==> src/rtl/uart_pkg.sv <==
// Shared types and helpers for the 8N1 UART transmitter.
package uart_pkg;

  typedef enum logic [1:0] {
    IDLE,
    START,
    DATA,
    STOP
  } tx_state_e;

  localparam int unsigned DATA_BITS = 8;

  function automatic int unsigned clks_per_bit(input int unsigned clk_hz,
                                               input int unsigned baud);
    return clk_hz / baud;
  endfunction

endpackage

==> src/rtl/uart_baud_cnt.sv <==
// Bit-period counter: counts 0..CLKS_PER_BIT-1 while enabled, pulses bit_done on the last count.
module uart_baud_cnt #(
  parameter int unsigned CLKS_PER_BIT = 10416
) (
  input  logic clk,
  input  logic rst,
  input  logic clear,
  input  logic enable,
  output logic bit_done
);

  localparam int unsigned CNT_W = (CLKS_PER_BIT > 1) ? $clog2(CLKS_PER_BIT) : 1;
  localparam logic [CNT_W-1:0] CNT_MAX = CNT_W'(CLKS_PER_BIT - 1);

  logic [CNT_W-1:0] cnt_q;

  assign bit_done = enable && (cnt_q == CNT_MAX);

  always_ff @(posedge clk or negedge rst) begin
    if (!rst) begin
      cnt_q <= '0;
    end else if (clear) begin
      cnt_q <= '0;
    end else if (enable) begin
      if (cnt_q == CNT_MAX) begin
        cnt_q <= '0;
      end else begin
        cnt_q <= cnt_q + 1'b1;
      end
    end
  end

endmodule

==> src/rtl/uart_tx_8n1.sv <==
// 8N1 UART transmitter: one start bit, eight data bits LSB first, one stop bit.
module uart_tx_8n1
  import uart_pkg::*;
#(
  parameter int unsigned CLK_HZ = 100_000_000,
  parameter int unsigned BAUD   = 9600
) (
  input  logic                 clk,
  input  logic                 rst,
  input  logic                 tx_start,
  input  logic [DATA_BITS-1:0] tx_data,
  output logic                 tx_busy,
  output logic                 txd
);

  localparam int unsigned CLKS_PER_BIT = clks_per_bit(CLK_HZ, BAUD);
  localparam int unsigned IDX_W        = $clog2(DATA_BITS);
  localparam logic [IDX_W-1:0] IDX_LAST = IDX_W'(DATA_BITS - 1);

  if (CLKS_PER_BIT < 2) begin : g_bad_baud
    $error("uart_tx_8n1: CLK_HZ/BAUD must be at least 2");
  end

  tx_state_e            state_q;
  logic [DATA_BITS-1:0] shift_q;
  logic [IDX_W-1:0]     bit_idx_q;
  logic                 accept;
  logic                 bit_done;

  assign accept = (state_q == IDLE) && tx_start;

  uart_baud_cnt #(
    .CLKS_PER_BIT (CLKS_PER_BIT)
  ) u_baud_cnt (
    .clk      (clk),
    .rst      (rst),
    .clear    (accept),
    .enable   (state_q != IDLE),
    .bit_done (bit_done)
  );

  // txd and tx_busy are updated on the same edge as the state so they stay glitch-free.
  always_ff @(posedge clk or negedge rst) begin
    if (!rst) begin
      state_q   <= IDLE;
      shift_q   <= '0;
      bit_idx_q <= '0;
      txd       <= 1'b1;
      tx_busy   <= 1'b0;
    end else begin
      unique case (state_q)
        IDLE: begin
          if (tx_start) begin
            shift_q   <= tx_data;
            bit_idx_q <= '0;
            txd       <= 1'b0;
            tx_busy   <= 1'b1;
            state_q   <= START;
          end
        end
        START: begin
          if (bit_done) begin
            txd     <= shift_q[0];
            state_q <= DATA;
          end
        end
        DATA: begin
          if (bit_done) begin
            if (bit_idx_q == IDX_LAST) begin
              txd     <= 1'b1;
              state_q <= STOP;
            end else begin
              bit_idx_q <= bit_idx_q + 1'b1;
              txd       <= shift_q[bit_idx_q + 1'b1];
            end
          end
        end
        STOP: begin
          if (bit_done) begin
            tx_busy <= 1'b0;
            state_q <= IDLE;
          end
        end
        default: begin
          state_q <= IDLE;
        end
      endcase
    end
  end

endmodule

==> config.mk <==
export PLATFORM = sky130hd
export DESIGN_NAME = uart_tx_8n1
export DESIGN_NICKNAME = d
export VERILOG_FILES = /design/src/rtl/uart_pkg.sv /design/src/rtl/uart_baud_cnt.sv /design/src/rtl/uart_tx_8n1.sv
export SDC_FILE = /design/constraint.sdc
export NUM_CORES = 1
export LEC_CHECK = 0
export ABC_AREA = 1
export CORE_UTILIZATION = 33
export CTS_CLUSTER_SIZE = 16
export DETAILED_ROUTE_END_ITERATION = 12
export PLACE_DENSITY_LB_ADDON = 0.05
export SLEW_MARGIN = 20
export SYNTH_ARGS = -nofsm -noshare
export SYNTH_HDL_FRONTEND = slang
export SYNTH_HIERARCHICAL = 1
export SYNTH_SLANG_ARGS = --single-unit
==> constraint.sdc <==
create_clock -name clk -period 5.85 [get_ports clk]
set_input_delay 1.17 -clock clk [delete_from_list [all_inputs] [get_ports clk]]
set_output_delay 1.17 -clock clk [all_outputs]
set_load 0.05 [all_outputs]
=== Word-level counts from Yosys, hierarchy flattened ===
Index checks and enable logic that the tools add are counted.

* Magnitude comparators: 1
* Reduce and logical (&&, ||, !) cells: 13
* Multiplexer cells: 23
* Equal/unequal tests: 11
* $add $sub $neg: 2

{| class="wikitable"
|+ Operators with widths
! cell !! count
|-
| 14-bit 2-to-1 mux || 3
|-
| 14-bit by 1-bit adder with 14-bit output (second input constant) || 1
|-
| 14-bit == test (second input constant) || 1
|-
| 2-bit inequality test (second input constant) || 6
|-
| 2-bit 2-to-1 mux || 5
|-
| 3-bit 2-to-1 mux || 3
|-
| 2-bit case mux with 4 select lines || 1
|-
| 4-bit AND reduction || 2
|-
| 2-bit nonzero test || 4
|-
| 1-bit 2-to-1 mux || 7
|-
| 3-bit case mux with 2 select lines || 1
|-
| 5-bit AND reduction || 1
|-
| 2-bit == test (second input constant) || 2
|-
| 3-bit by 4-bit less-than comparator with 1-bit output (second input constant) || 1
|-
| 3-bit by 1-bit adder with 3-bit output (second input constant) || 1
|-
| 1-bit binary-select mux with 3-bit select || 1
|-
| 3-bit == test (second input constant) || 1
|-
| 1-bit case mux with 3 select lines || 1
|-
| 3-bit AND reduction || 1
|-
| 3-bit nonzero test || 1
|-
| 2-bit by 1-bit == test with 1-bit output (second input constant) || 1
|-
| 1-bit logical AND || 2
|-
| 2-bit logical NOT || 1
|-
| 1-bit case mux with 2 select lines || 1
|-
| 2-bit AND reduction || 1
|}

* Output and inout port bits: 2
* Input port bits: 11
* Bits in registers: 29
* Logic and storage cells: 56

=== Logic depth before layout (Yosys ltp) ===
Gate-level depths: netlist (run 1).

* Depth in word-level cells: 6
* Mapped depth: 13
* Depth with buffers taken out: 13

=== Hierarchy ===
The synthesis (run 1) kept the hierarchy.

{| class="wikitable"
|+ By module, submodules not included
! module !! area each (µm²) !! cells each !! seq. area each (µm²) !! instances
|-
| uart_baud_cnt || 934.6 || 135 || 350.3 || 1
|-
| uart_tx_8n1 || 810.8 || 106 || 376.6 || 1
|}

=== Worst setup path before layout (run 1) ===
No wires, ideal clock.

* Kind: input-to-reg
* Start point: input tx_start
* End point: register u_baud_cnt.cnt_q[3]
* Setup time: 123 ps
* Path buffers: 1
* Cell stages on the path: 7
* Arrival: 2198 ps
* Path slack: 3528 ps
* Data required time: 5727 ps
* Cell sequence: nand2_1 > clkinv_1 > nor2_1 > buf_2 > nor2_1 > xnor2_1 > nor2_1

* Longest elaborated chain between the ends: 2
* Elaborated cells on any way between the ends: 3
* Classes of those cells: mux: 1; reduce/logical: 2

{| class="wikitable"
|+ RTL lines
! what !! line !! RTL
|-
| start, declared || uart_tx_8n1.sv:10 || <nowiki>input logic tx_start,</nowiki>
|-
| 1-bit logical AND * || uart_tx_8n1.sv:30 || <nowiki>assign accept = (state_q == IDLE) && tx_start;</nowiki>
|-
| via accept || uart_tx_8n1.sv:27 || <nowiki>logic accept;</nowiki>
|-
| 14-bit 2-to-1 mux / 2-bit nonzero test (equally long branches) || -- ||
|-
| end signal, assigned || uart_baud_cnt.sv:28 || <nowiki>cnt_q <= cnt_q + 1'b1;</nowiki>
|-
| end, declared || uart_baud_cnt.sv:15 || <nowiki>logic [CNT_W-1:0] cnt_q;</nowiki>
|}

Mark *: on every way through the listed nets, which the timed path passes. The rest lies on a longest branch.
A chain may end at the register's enable or synchronous reset.

=== Worst setup path in the final report (run 1) ===
* Start point: input tx_start
* End point: register u_baud_cnt.cnt_q[8]

Same word-level chain as after synthesis.

==> parameters.txt, run 1 <==
Parameter                              Value

Status
  Status    complete, no violations

Final layout
  Antenna cells    0
  Layout cells sized above 1    8.05%
  Post-layout nets    279
  Layout Area Growth over Synthesis    16.8%
  Commonest non-fill, non-tap cell in the layout    sky130_fd_sc_hd__nand2_1
  Top library cells by usage in the layout, fill and taps aside    85 x sky130_fd_sc_hd__nand2_1, 30 x sky130_fd_sc_hd__inv_1, 28 x sky130_fd_sc_hd__dfrtp_1

Hold path
  Cell depth of the worst hold path    2
  Hold path startpoint    txd
  Type of the worst min-delay path    reg2reg
  Hold Path Sink    txd

Timing
  Fmax    309 MHz
  RSZ-0062 raised after global routing    no
  Final Max Tran Viols    0
  Slew at the pin with the worst max-slew slack    0.759 ns
  Portion of the clock cycle consumed by the worst path in the final layout    55.3%
  Count of endpoints failing hold in the final timing report    0
  Final setup violating endpoints    0
  Worst-case clock skew    0.0100 ns
  Final worst setup slack    2.61 ns
  Minimum clock period after layout    3.24 ns
  Sum of negative setup slack    0 ns
  Slew margin rel.    49.2%

Clocking
  TritonCTS clock tree    built
  Number of gates resized after cts    0
  H-tree depth    2
  CTS root buffer    sky130_fd_sc_hd__clkbuf_8
  Post-CTS repair timing setup buffer count    0
  Total clock buffers created by CTS    5
  Clock buffer depth    2
  Clock sink total    29
  CTS clk-pin slew, worst paths    0.07 ns
  Worst skew pair latency    0.29 ns
  Post-cts hold buffer count    0

Global route
  Number of antenna violations at the first check in global routing    0
  Total congestion overflow after global routing    0
  Wire length of the first global-routing pass    6820 um
  Vias in the first global route    1416
  Pin count of the biggest net entering global routing    30
  All-Layer GR Usage    16.6%

Logic synthesis
  Dominant cells by area after synthesis    sky130_fd_sc_hd__dfrtp_1 40%, sky130_fd_sc_hd__nand2_1 18%, sky130_fd_sc_hd__inv_1 6.5%, sky130_fd_sc_hd__ha_1 5.7%, sky130_fd_sc_hd__nand3_1 5.7%
  Post-Syn Nets    260
  Cell count after synthesis    241
  Share of the yosys chip area belonging to registers    41.6%
  Per-instance average area after synthesis    7.24 um2
  Top cell type's share of synthesized area    40.1%
  Number of warnings issued by yosys    6
  Netlist cell types    25
  Share of flip-flops with an asynchronous set or reset after synthesis    100%
  Seq cells post-synth    29
  Leading area contributor after synthesis    sky130_fd_sc_hd__dfrtp_1
  Predominant post-synthesis flop cell    sky130_fd_sc_hd__dfrtp_1
  Synth Cell Area    1750 um2
  Number of synthesized flops with an enable pin    0

Setup path
  Critical-path cell with the highest stage delay    sky130_fd_sc_hd__nor2_1
  Cells along the critical path    clkdlybuf4s50_1 > nand2_1 > clkinv_1 > nor2_1 > inv_1 > nand3_1 > xor2_1 > nor2_1
  R2r worst-path depth    9
  Worst setup SP type    input pin
  Instance count on the critical path    8
  Critical path data required time    6.03 ns
  Flop2flop setup slack    3.16 ns
  Sum of buffers and inverters on the critical path    3
  Crit-path max cell delay    0.67 ns
  Worst Setup Path Type    in2reg
  Worst path arrival time    3.41 ns
  Category of the worst setup path capture point    flip-flop
  Worst reg2reg endpoint    u_baud_cnt/cnt_q[8]
  Family of cells with the greatest summed delay on the critical path    simple AND/OR/NAND/NOR gates
  Most frequent CP cell    sky130_fd_sc_hd__nor2_1
  Startpoint of the lowest-slack register-to-register path    state_q[0]
  Max FO, Critical Path    11

Power and ir drop
  Switching fraction of total power    43.1%
  Power per Cell Area    397 nW/um2
  Part of the power in registers    38.0%
  NetSw    0.349 mW
  Portion of total power attributed to combinational logic    41.8%
  Cell Int Power    0.461 mW
  Part of the total power dissipated in the clock network    20.2%
  Worst vdd rail ir drop    0.000136 V
  Static leakage    0.985 nW

Floorplan
  Starting density of the core    34.2%
  DIE AREA    5580 um2
  Die H    74.7 um
  Top-level I/O count    13
  Placeable core region    5110 um2
  Core Rows    26
  X dimension of the die    74.7 um

Placement
  IO buf count    12
  Worst setup timing slack at the placement stage    2.21 ns
  Final Wtd Congestion    0.744
  Post-DP HPWL    2930 um

Route
  WL/cell    12.0 um
  DR iter-0 viols    58
  Residual DRC    0
  Number of optimization iterations in the first detailed-route pass    4
  Routed wire length    3980 um
  Number of nets with antenna violations after detailed routing    0
  Via count of the routed design    1486
  Detailed-route vias per instance    4.49

Run
  Count of max-cap constraint violations    0
## state kept, by name, summed over array words and instances (netlist names)
register,cells
bit_idx_q,3
tx_busy,1
shift_q,8
u_baud_cnt/cnt_q,14
txd,1
state_q,2
## per-layer routing
layer	track usage, %	share of wire [%]	wire (um)
met1	21.6	49	1950
met2	26.1	46	1820
met3	4.15	2.6	102
met4	7.76	2.6	102
met5	0	0	0
## Yosys cell counts (2+ instances only)
cell type / n
sky130_fd_sc_hd__nor2_1: 25
sky130_fd_sc_hd__nand3_1: 20
sky130_fd_sc_hd__o21ai_0: 8
sky130_fd_sc_hd__ha_1: 8
sky130_fd_sc_hd__nand2_1: 85
sky130_fd_sc_hd__nand4_1: 6
sky130_fd_sc_hd__nor2_4: 2
sky130_fd_sc_hd__dfrtp_1: 28
sky130_fd_sc_hd__xor2_1: 6
sky130_fd_sc_hd__inv_1: 30
sky130_fd_sc_hd__nand2_2: 2
sky130_fd_sc_hd__inv_2: 2
sky130_fd_sc_hd__nor2_2: 3
sky130_fd_sc_hd__o21ai_1: 5
## worst register-to-register path: cells and delay by family (launching register included)
| family | cells | cell delay, ns |
|---|---|---|
| xor gates and xnor gates | 1 | 0.15 |
| and+or+nand+nor | 4 | 1.17 |
| buffers and inverters | 3 | 0.61 |
| adders and majority gates | 1 | 0.27 |
| DFF | 1 | 0.41 |
## cell type report
type / count / area, um2
Clock buffer: 6 / 72.6
Clock inverter: 2 / 10.0
Fill cell: 537 / 3070
Inverter: 33 / 124
Multi-Input combinational cell: 178 / 890
Sequential cell: 29 / 727
Tap cell: 70 / 87.6
Timing Repair Buffer: 13 / 128
## logic make-up after synthesis
logic type	synth area share (%)
DFF	41.6
buffers and inverters	7.38
and+or+nand+nor	36.3
xor gates and xnor gates	3.51
adders and majority gates	5.73
AOI/OAI and AO/OA	5.45
## worst max-delay path by stage
stage                  start  slack [ns]                   to
floorplan           tx_start        3.53  u_baud_cnt/cnt_q[3]
global placement    tx_start        2.31  u_baud_cnt/cnt_q[8]
detailed placement  tx_start        2.21  u_baud_cnt/cnt_q[8]
CTS                 tx_start        2.53  u_baud_cnt/cnt_q[8]
global route        tx_start        2.33  u_baud_cnt/cnt_q[7]
finish              tx_start        2.61  u_baud_cnt/cnt_q[8]
## power by group through the flow
| stage | Clock [mW] | Sequential (mW) | Combinational (mW) |
|---|---|---|---|
| floorplan | 0 | 0.323 | 0.233 |
| global placement | 0 | 0.312 | 0.344 |
| detailed placement | 0 | 0.311 | 0.343 |
| CTS | 0.170 | 0.308 | 0.344 |
| global route | 0.177 | 0.317 | 0.391 |
| finish | 0.164 | 0.307 | 0.338 |
## through the flow
step	std cells	hold slack, ns	util (%)	area (um2)	power (mW)
6_report	331	0.469	39.9	2040	0.810
5_1_grt	331	0.504	39.9	2040	0.885
4_1_cts	331	0.471	39.9	2040	0.821
3_5_place_dp	323	0.460	38.3	1960	0.654
3_3_place_gp	323	0.457	38.3	1960	0.656
2_1_floorplan	241	0.449	-	1750	0.556
Note: power is estimated with default switching activity, not from simulation.
==> run 2, diff against run 1 <==
- clock period: 5.85 -> 2.8 ns (I/O delays scaled with it)
==> parameters.txt, run 2 (synthesis results as in run 1) <==
Parameter                              Value

Status
  Status    complete, no violations (unchanged)

Global route
  Total congestion overflow after global routing    0 (unchanged)
  Wire length of the first global-routing pass    6550 um (was 6820 um)
  All-Layer GR Usage    16.1% (was 16.6%)
  Vias in the first global route    1418 (was 1416)
  Pin count of the biggest net entering global routing    30 (unchanged)
  Number of antenna violations at the first check in global routing    0 (unchanged)

Timing
  Slew at the pin with the worst max-slew slack    0.489 ns (was 0.759 ns)
  Final worst setup slack    0.631 ns (was 2.61 ns)
  Portion of the clock cycle consumed by the worst path in the final layout    77.5%
  Slew margin rel.    67.3% (was 49.2%)
  Worst hold slack    0.471 ns (was 0.469 ns)
  RSZ-0062 raised after global routing    no (unchanged)
  Minimum clock period after layout    2.17 ns
  Count of endpoints failing hold in the final timing report    0 (unchanged)
  Fmax    461 MHz
  Final Max Tran Viols    0 (unchanged)
  Worst-case clock skew    0.00786 ns (was 0.0100 ns)
  Final setup violating endpoints    0 (unchanged)
  Sum of negative setup slack    0 ns (unchanged)

Floorplan
  Core Rows    26 (unchanged)
  Starting density of the core    34.2% (unchanged)
  X dimension of the die    74.7 um (unchanged)
  Placeable core region    5110 um2 (unchanged)
  Die H    74.7 um (unchanged)
  DIE AREA    5580 um2 (unchanged)
  Top-level I/O count    13 (unchanged)

Final layout
  Fill cells    552 (was 537)
  Commonest non-fill, non-tap cell in the layout    sky130_fd_sc_hd__nand2_1 (unchanged)
  Number of flip-flops under the largest register name    14 (unchanged)
  Final instance area    2110 um2 (was 2040 um2)
  Top library cells by usage in the layout, fill and taps aside    85 x sky130_fd_sc_hd__nand2_1, 30 x sky130_fd_sc_hd__inv_1, 28 x sky130_fd_sc_hd__dfrtp_1 (unchanged)
  Number of non-filler instances in the completed layout    334 (was 331)
  Post-layout nets    282 (was 279)
  Register with the highest flop count    u_baud_cnt/cnt_q (unchanged)
  Layout cells sized above 1    9.47% (was 8.05%)
  Final core utilization    41.4% (was 39.9%)
  Layout Area Growth over Synthesis    21.0% (was 16.8%)
  Largest regs    u_baud_cnt/cnt_q x14, shift_q x8, bit_idx_q x3 (unchanged)
  Antenna cells    0 (unchanged)

Route
  Residual DRC    0 (unchanged)
  Number of optimization iterations in the first detailed-route pass    4 (unchanged)
  Routed wire length    3850 um (was 3980 um)
  WL/cell    11.5 um (was 12.0 um)
  Detailed-route vias per instance    4.48 (was 4.49)
  Via count of the routed design    1495 (was 1486)
  Number of nets with antenna violations after detailed routing    0 (unchanged)
  DR iter-0 viols    70 (was 58)

Power and ir drop
  Worst vdd rail ir drop    0.000268 V (was 0.000136 V)
  Static leakage    1.02 nW (was 0.985 nW)
  Overall power consumption    1.91 mW (was 0.810 mW)
  Power per Cell Area    903 nW/um2 (was 397 nW/um2)

Clocking
  Clock buffer depth    2 (unchanged)
  CTS root buffer    sky130_fd_sc_hd__clkbuf_8 (unchanged)
  Clock sink total    29 (unchanged)
  Total clock buffers created by CTS    5 (unchanged)
  H-tree depth    2 (unchanged)
  CTS clk-pin slew, worst paths    0.07 ns (about the same)
  TritonCTS clock tree    built (unchanged)
  Number of gates resized after cts    0 (unchanged)
  Post-CTS repair timing setup buffer count    0 (unchanged)
  Worst skew pair latency    0.29 ns (about the same)
  Post-cts hold buffer count    0 (unchanged)

Setup path
  Critical path data required time    2.24 ns (was 6.03 ns)
  Worst reg2reg endpoint    bit_idx_q[2] (was u_baud_cnt/cnt_q[8])
  Category of the worst setup path capture point    output port (was flip-flop)
  Crit-path max cell delay    0.79 ns (was 0.67 ns)
  Critical-path cell with the highest stage delay    sky130_fd_sc_hd__clkdlybuf4s50_1 (was sky130_fd_sc_hd__nor2_1)
  Worst Setup Path Type    reg2out (was in2reg)
  Family of cells with the greatest summed delay on the critical path    buffers and inverters (was simple AND/OR/NAND/NOR gates)
  R2r worst-path depth    12 (was 9)
  Cells along the critical path    clkdlybuf4s50_1 (was clkdlybuf4s50_1 > nand2_1 > clkinv_1 > nor2_1 > inv_1 > nand3_1 > xor2_1 > nor2_1)
  Flop2flop setup slack    0.76 ns (was 3.16 ns)
  Worst path arrival time    1.61 ns (was 3.41 ns)
  Sum of buffers and inverters on the critical path    1 (was 3)
  Startpoint of the lowest-slack register-to-register path    state_q[0] (unchanged)
  Max FO, Critical Path    2 (was 11)
  Worst setup SP type    flip-flop (was input pin)

Run
  Count of max-cap constraint violations    0 (unchanged)

Placement
  Worst setup timing slack at the placement stage    0.797 ns (was 2.21 ns)
  Placement-stage cell area    1980 um2 (was 1960 um2)
  IO buf count    12 (unchanged)
  Final Wtd Congestion    0.761 (was 0.744)
  Post-DP HPWL    2840 um (was 2930 um)
  Cells after DPL    326 (was 323)

Hold path
  Hold path startpoint    txd (unchanged)
  Hold Path Sink    txd (unchanged)
  Type of the worst min-delay path    reg2reg (unchanged)
  Cell depth of the worst hold path    2 (unchanged)
run 2: changes by cell type in the layout (fill, tap and decap cells not counted):
cell / previous run / this run
sky130_fd_sc_hd__clkinv_2: 2 / 1
sky130_fd_sc_hd__bufinv_16: 0 / 2
sky130_fd_sc_hd__clkbuf_1: 1 / 0
sky130_fd_sc_hd__buf_4: 1 / 4
run 2: where the power goes:
| part | switching [mW] | total [mW] | internal, mW |
|---|---|---|---|
| Sequential | 0.0923 | 0.637 | 0.545 |
| Clock | 0.174 | 0.527 | 0.353 |
| Combinational | 0.472 | 0.742 | 0.270 |
run 2: layer usage:
layer	up-vias	wire length (um)	global-route usage [%]	share of wire (%)
met3	5	142	4.02	3.7
met5	-	0	0	0
li1	794	-	-	-
met2	23	1590	23.3	41
met1	673	2070	22.8	54
met4	0	48	6.29	1.2
run 2: how the worst max path moves through the flow:
stage | startpoint | to | cells past startpoint
floorplan | state_q[0] | u_baud_cnt/cnt_q[3] | 9
global placement | tx_start | u_baud_cnt/cnt_q[5] | 9
detailed placement | state_q[0] | bit_idx_q[2] | 12
CTS | txd | txd | 1
global route | state_q[1] | bit_idx_q[2] | 12
finish | txd | txd | 1
run 2: area by class of cell:
type                            count  area, um2  share of cell area [%]
Multi-Input combinational cell    178        890                    42.1
Timing Repair Buffer               16        150                    7.11
Clock buffer                        5       68.8                    3.26
Clock inverter                      3       65.1                    3.08
Tap cell                           70       87.6                    4.15
Inverter                           33        124                    5.86
Sequential cell                    29        727                    34.4
==> run 3, diff against run 2 <==
- clock period: 2.8 -> 2.2 ns (I/O delays scaled with it)
==> parameters.txt, run 3 (synthesis results as in run 1) <==
Parameter                              Value

Setup path
  Max FO, Critical Path    2 (unchanged)
  Cells along the critical path    clkdlybuf4s50_1 (unchanged)
  Worst setup SP type    flip-flop (unchanged)
  Critical-path cell with the highest stage delay    sky130_fd_sc_hd__clkdlybuf4s50_1 (unchanged)
  Sum of buffers and inverters on the critical path    1 (unchanged)
  Instance count on the critical path    1 (unchanged)
  Crit-path max cell delay    0.79 ns (about the same)
  Category of the worst setup path capture point    output port (unchanged)
  Critical path origin    txd (unchanged)
  R2r worst-path depth    13 (was 12)
  Critical path data required time    1.76 ns (was 2.24 ns)
  Startpoint of the lowest-slack register-to-register path    u_baud_cnt/cnt_q[0] (was state_q[0])
  Family of cells with the greatest summed delay on the critical path    buffers and inverters (unchanged)
  Worst path arrival time    1.59 ns (was 1.61 ns)
  Worst Setup Path Type    reg2out (unchanged)

Final layout
  Footprint of the multi-input gates    910 um2 (was 890 um2)
  Top library cells by usage in the layout, fill and taps aside    85 x sky130_fd_sc_hd__nand2_1, 30 x sky130_fd_sc_hd__inv_1, 28 x sky130_fd_sc_hd__dfrtp_1 (unchanged)
  Commonest non-fill, non-tap cell in the layout    sky130_fd_sc_hd__nand2_1 (unchanged)
  Layout cells sized above 1    11.6% (was 9.47%)
  Final instance area    2130 um2 (was 2110 um2)
  Antenna cells    0 (unchanged)
  Final core utilization    41.7% (was 41.4%)
  Number of non-filler instances in the completed layout    338 (was 334)
  Layout Area Growth over Synthesis    22.0% (was 21.0%)
  Sequential cell area    727 um2 (unchanged)
  Largest regs    u_baud_cnt/cnt_q x14, shift_q x8, bit_idx_q x3 (unchanged)
  Number of flip-flops under the largest register name    14 (unchanged)
  Fill cells    560 (was 552)
  Post-layout nets    286 (was 282)
  Register with the highest flop count    u_baud_cnt/cnt_q (unchanged)

Hold path
  Cell depth of the worst hold path    2 (unchanged)
  Hold path startpoint    txd (unchanged)
  Type of the worst min-delay path    reg2reg (unchanged)

Clocking
  CTS root buffer    sky130_fd_sc_hd__clkbuf_8 (unchanged)
  TritonCTS clock tree    built (unchanged)
  Post-cts hold buffer count    0 (unchanged)
  Clock buffer depth    2 (unchanged)
  H-tree depth    2 (unchanged)
  Clock sink total    29 (unchanged)
  Total clock buffers created by CTS    5 (unchanged)
  CTS clk-pin slew, worst paths    0.06 ns (was 0.07 ns)
  Worst skew pair latency    0.28 ns (was 0.29 ns)

Timing
  Minimum clock period after layout    2.03 ns
  Slew at the pin with the worst max-slew slack    0.490 ns (was 0.489 ns)
  Final worst setup slack    0.166 ns (was 0.631 ns)
  Final Max Tran Viols    0 (unchanged)
  Fmax    492 MHz
  Slew margin rel.    67.2% (was 67.3%)
  Worst-case clock skew    0.00926 ns (was 0.00786 ns)
  RSZ-0062 raised after global routing    no (unchanged)
  Sum of negative setup slack    0 ns (unchanged)
  Portion of the clock cycle consumed by the worst path in the final layout    92.4%
  Final setup violating endpoints    0 (unchanged)
  Count of endpoints failing hold in the final timing report    0 (unchanged)
  Worst hold slack    0.464 ns (was 0.471 ns)

Placement
  Worst setup timing slack at the placement stage    0.210 ns (was 0.797 ns)
  IO buf count    12 (unchanged)
  Placement-stage cell area    1990 um2 (was 1980 um2)
  Post-DP HPWL    2870 um (was 2840 um)
  Cells after DPL    327 (was 326)
  Final Wtd Congestion    0.750 (was 0.761)

Route
  Routed wire length    3820 um (was 3850 um)
  Detailed-route vias per instance    4.40 (was 4.48)
  WL/cell    11.3 um (was 11.5 um)
  Residual DRC    0 (unchanged)
  Via count of the routed design    1488 (was 1495)
  Number of nets with antenna violations after detailed routing    0 (unchanged)
  Number of optimization iterations in the first detailed-route pass    4 (unchanged)
  DR iter-0 viols    42 (was 70)

Floorplan
  DIE AREA    5580 um2 (unchanged)
  Core Rows    26 (unchanged)
  X dimension of the die    74.7 um (unchanged)
  Starting density of the core    34.2% (unchanged)
  Top-level I/O count    13 (unchanged)
  Die H    74.7 um (unchanged)
  Placeable core region    5110 um2 (unchanged)

Power and ir drop
  Worst vdd rail ir drop    0.000358 V (was 0.000268 V)
  Power per Cell Area    1080 nW/um2 (was 903 nW/um2)
  Overall power consumption    2.30 mW (was 1.91 mW)
  Static leakage    1.03 nW (was 1.02 nW)

Global route
  Vias in the first global route    1440 (was 1418)
  Total congestion overflow after global routing    0 (unchanged)
  All-Layer GR Usage    16.1% (about the same)
  Wire length of the first global-routing pass    6580 um (was 6550 um)
  Number of antenna violations at the first check in global routing    0 (unchanged)
  Pin count of the biggest net entering global routing    30 (unchanged)

Run
  Count of max-cap constraint violations    0 (unchanged)

Status
  Status    complete, no violations (unchanged)
## run 3: cell count changes in the layout (fill, tap and decap cells not counted), sizes merged
cell / previous run / this run
clkbuf: 5 / 7
buf: 4 / 8
bufinv: 2 / 0
## run 3: timing repair
| item | in CTS | in global routing |
|---|---|---|
| setup endpoints to repair | 0 | 6 |
| setup buffers | 0 | 3 |
| gates resized for setup | 0 | 4 |
## run 3: layer usage
metal | wire length (um) | vias up | global-route usage, %
met2 | 1720 | 13 | 24.9
met5 | 0 | - | 0
li1 | - | 805 | -
met4 | 103 | 0 | 8.60
met3 | 91 | 10 | 3.61
met1 | 1910 | 660 | 21.0
## run 3: layout make-up
class,instances,share of cell area [%]
Multi-Input combinational cell,178,42.7
Sequential cell,29,34.1
Timing Repair Buffer,20,8.46
Inverter,33,5.82
Clock buffer,7,4.52
Tap cell,70,4.11
Clock inverter,1,0.235
## run 3: path summary, 6_finish.rpt
kind | to | slack, ns
min in group asynchronous | bit_idx_q[2] | 0.54
min | txd | 0.46
max in group asynchronous | txd | 1.33
min reg2reg | txd | 0.46
max | txd | 0.17
max reg2reg | bit_idx_q[0] | 0.27
## run 3: worst min-delay path, delay by kind of cell (launching register included)
kind | cells | cell delay (ns)
DFF | 1 | 0.37
and+or+nand+nor | 2 | 0.10
## run 3: power breakdown
| group | internal (mW) | switching (mW) | leakage, nW |
|---|---|---|---|
| logic | 0.387 | 0.600 | 0.595 |
| registers | 0.694 | 0.124 | 0.379 |
| clock network | 0.282 | 0.210 | 0.0542 |
| total | 1.36 | 0.934 | 1.03 |
==> RTL edit (settings of run 2) <==
Put one more register stage on the output `txd`, cleared by the reset. The value now appears one clock later. The other outputs are not delayed to match.
--- a/src/rtl/uart_tx_8n1.sv
+++ b/src/rtl/uart_tx_8n1.sv
@@ -16,6 +16,8 @@
   localparam int unsigned CLKS_PER_BIT = clks_per_bit(CLK_HZ, BAUD);
   localparam int unsigned IDX_W        = $clog2(DATA_BITS);
   localparam logic [IDX_W-1:0] IDX_LAST = IDX_W'(DATA_BITS - 1);
+
+  logic txd_s0;
 
   if (CLKS_PER_BIT < 2) begin : g_bad_baud
     $error("uart_tx_8n1: CLK_HZ/BAUD must be at least 2");
@@ -45,7 +47,7 @@
       state_q   <= IDLE;
       shift_q   <= '0;
       bit_idx_q <= '0;
-      txd       <= 1'b1;
+      txd_s0    <= 1'b1;
       tx_busy   <= 1'b0;
     end else begin
       unique case (state_q)
@@ -53,25 +55,25 @@
           if (tx_start) begin
             shift_q   <= tx_data;
             bit_idx_q <= '0;
-            txd       <= 1'b0;
+            txd_s0    <= 1'b0;
             tx_busy   <= 1'b1;
             state_q   <= START;
           end
         end
         START: begin
           if (bit_done) begin
-            txd     <= shift_q[0];
+            txd_s0  <= shift_q[0];
             state_q <= DATA;
           end
         end
         DATA: begin
           if (bit_done) begin
             if (bit_idx_q == IDX_LAST) begin
-              txd     <= 1'b1;
+              txd_s0  <= 1'b1;
               state_q <= STOP;
             end else begin
               bit_idx_q <= bit_idx_q + 1'b1;
-              txd       <= shift_q[bit_idx_q + 1'b1];
+              txd_s0    <= shift_q[bit_idx_q + 1'b1];
             end
           end
         end
@@ -88,5 +90,13 @@
     end
   end
 
+  always_ff @(posedge clk or negedge rst) begin
+    if (!rst) begin
+      txd <= '0;
+    end else begin
+      txd <= txd_s0;
+    end
+  end
+
 endmodule
 
Check against the original RTL: not equivalent (Yosys sat finds a counterexample within 4 cycles, from zero or initial values and one cycle with rst low).
==> RTL edit against run 2 <==
- final area grew 2.2%
- worst setup slack gained 0.037 ns
- register-to-register slack lost 0.09 ns
- synthesized cell count grew 0.83%
- first-iteration DRC count grew 5.7%
- area after synthesis grew 4.3%
- die area grew 4.2%
- wire length shrank 3.4%
- sequential cell count grew 1
- core utilization grew 0.11 points
- critical path type is now reg2reg
Power is not compared: it rests on default switching activity, and its combinational part moved more than twofold at a synthesized area within 25%.
==> RTL edit: results (changes against run 2) <==
Area contributors post-synth dfrtp_1 (40%), nand2_1 (17%), ha_1 (6.2%), nand3_1 (6.0%), inv_1 (5.8%) (was dfrtp_1 (40%), nand2_1 (18%), inv_1 (6.5%), ha_1 (5.7%), nand3_1 (5.7%)); Layout Skew 0.00762 ns (was 0.00786 ns); post-DP HPWL 2.85 mm (was 2.84 mm); largest net degree at the start of global routing 31 (was 30); Placed Cells incl. Taps 327 (was 326); Final GP Congestion 0.768 (was 0.761); compound-cell area share of the yosys netlist 4.67% (was 5.45%); Mean Syn Cell Area 7.49 µm² (was 7.24 µm²); Synth Area in XOR/XNOR 3.37% (was 3.51%); number of DRC markers in iteration 0 74 (was 70); Synth Area in Adders 6.19% (was 5.73%); Unique masters post-synth 26 (was 25); Post-Route WL 3.72 mm (was 3.85 mm); post-synthesis net count 263 (was 260); worst setup margin 0.668 ns (was 0.631 ns); run status finished, final reports clean (unchanged); Port Buf Inserts 12 (unchanged); GRT Overall Usage 14.3% (was 16.1%); relative slew slack 67.3% (about the same); clock latency at the later pin of the worst-skew pair 0.27 ns (was 0.29 ns); sequential share of the synthesized area 41.3% (was 41.6%); number of diodes 0 (unchanged); worst-path fanout max 4 (was 2); first-pass GRT wire length 6.53 mm (was 6.55 mm); layout cells sized above 1 11.7% (was 9.47%); Layout Nets 284 (was 282); Fill cells 576 (was 552); DR vias/cell 4.38 (was 4.48); per-cell routed wire length 11.1 µm (was 11.5 µm)
==> RTL edit: cell types whose count changed in the layout (fill, tap and decap cells not counted), moves of 2 or more <==
cell / before / now
o21ai_0: 8 / 6
nand2_4: 0 / 2
nand3_1: 20 / 22
inv_1: 30 / 28
nor2_2: 3 / 5
nand2_1: 85 / 82
nor2_1: 25 / 23
==> RTL edit: path summary, 6_finish.rpt <==
check	start	endpoint	slack, ns	depth (start not counted)
min reg2reg	txd_s0	txd	0.40	0
min	txd_s0	txd	0.40	0
max reg2reg	state_q[0]	state_q[0]	0.67	11
max in group asynchronous	rst	txd_s0	1.80	2
max	state_q[0]	state_q[0]	0.67	11
min in group asynchronous	rst	shift_q[0]	0.68	2
==> RTL edit: layout make-up <==
class	instances	share of cell area, %
multi-input combinational	179	43.4
tap	70	4.06
clock buffer	6	3.83
clock inverter	1	1.39
timing repair buffer	15	6.61
sequential	30	34.8
inverter	33	5.86
==> RTL edit: worst max-delay path, cell delays in order (launching register included) <==
cell and delay [ns]:
dfrtp_1 0.41, inv_1 0.10, ha_1 0.25, inv_2 0.09, inv_1 0.08, nor4_1 0.39, inv_1 0.16, nand2_4 0.10
nand3_1 0.09, nor2_2 0.18, o21ai_0 0.11, o21ai_1 0.08
==> RTL edit: metal layers <==
metal	GRT usage [%]	share of wire, %	up-vias
met5	0	0	-
met4	4.62	1.0	0
met3	3.59	2.8	4
met2	22.0	42	17
met1	19.6	55	648
li1	-	-	795
==> RTL edit: kinds of logic (layout without fill, tap and decap cells) <==
| kind of cell | count (synthesis) | count (layout) |
|---|---|---|
| compound gates | 14 | 14 |
| xor+xnor | 7 | 7 |
| fa+ha+maj | 9 | 9 |
| buf+inv | 34 | 55 |
| flops | 30 | 30 |
| simple gates | 149 | 149 |
==> RTL edit: power by group through the flow <==
stage                     Clock, µW  Sequential (µW)  Combinational, µW
after CTS                       456              433               24.2
after global placement            0              441               24.4
after floorplan                   0              442            0.00937
after global routing            476              433               26.5
final                           437              434               23.2
after detailed placement          0              441               24.3
==> RTL edit: per-stage QoR <==
stage                     hold WS (ns)  utilization, %  instance area, µm²
after floorplan                  0.264               -                1820
after global placement           0.399            39.3                2050
after detailed placement         0.396            39.3                2050
after CTS                        0.405            41.5                2160
after global routing             0.416            41.5                2160
final                            0.403            41.5                2160
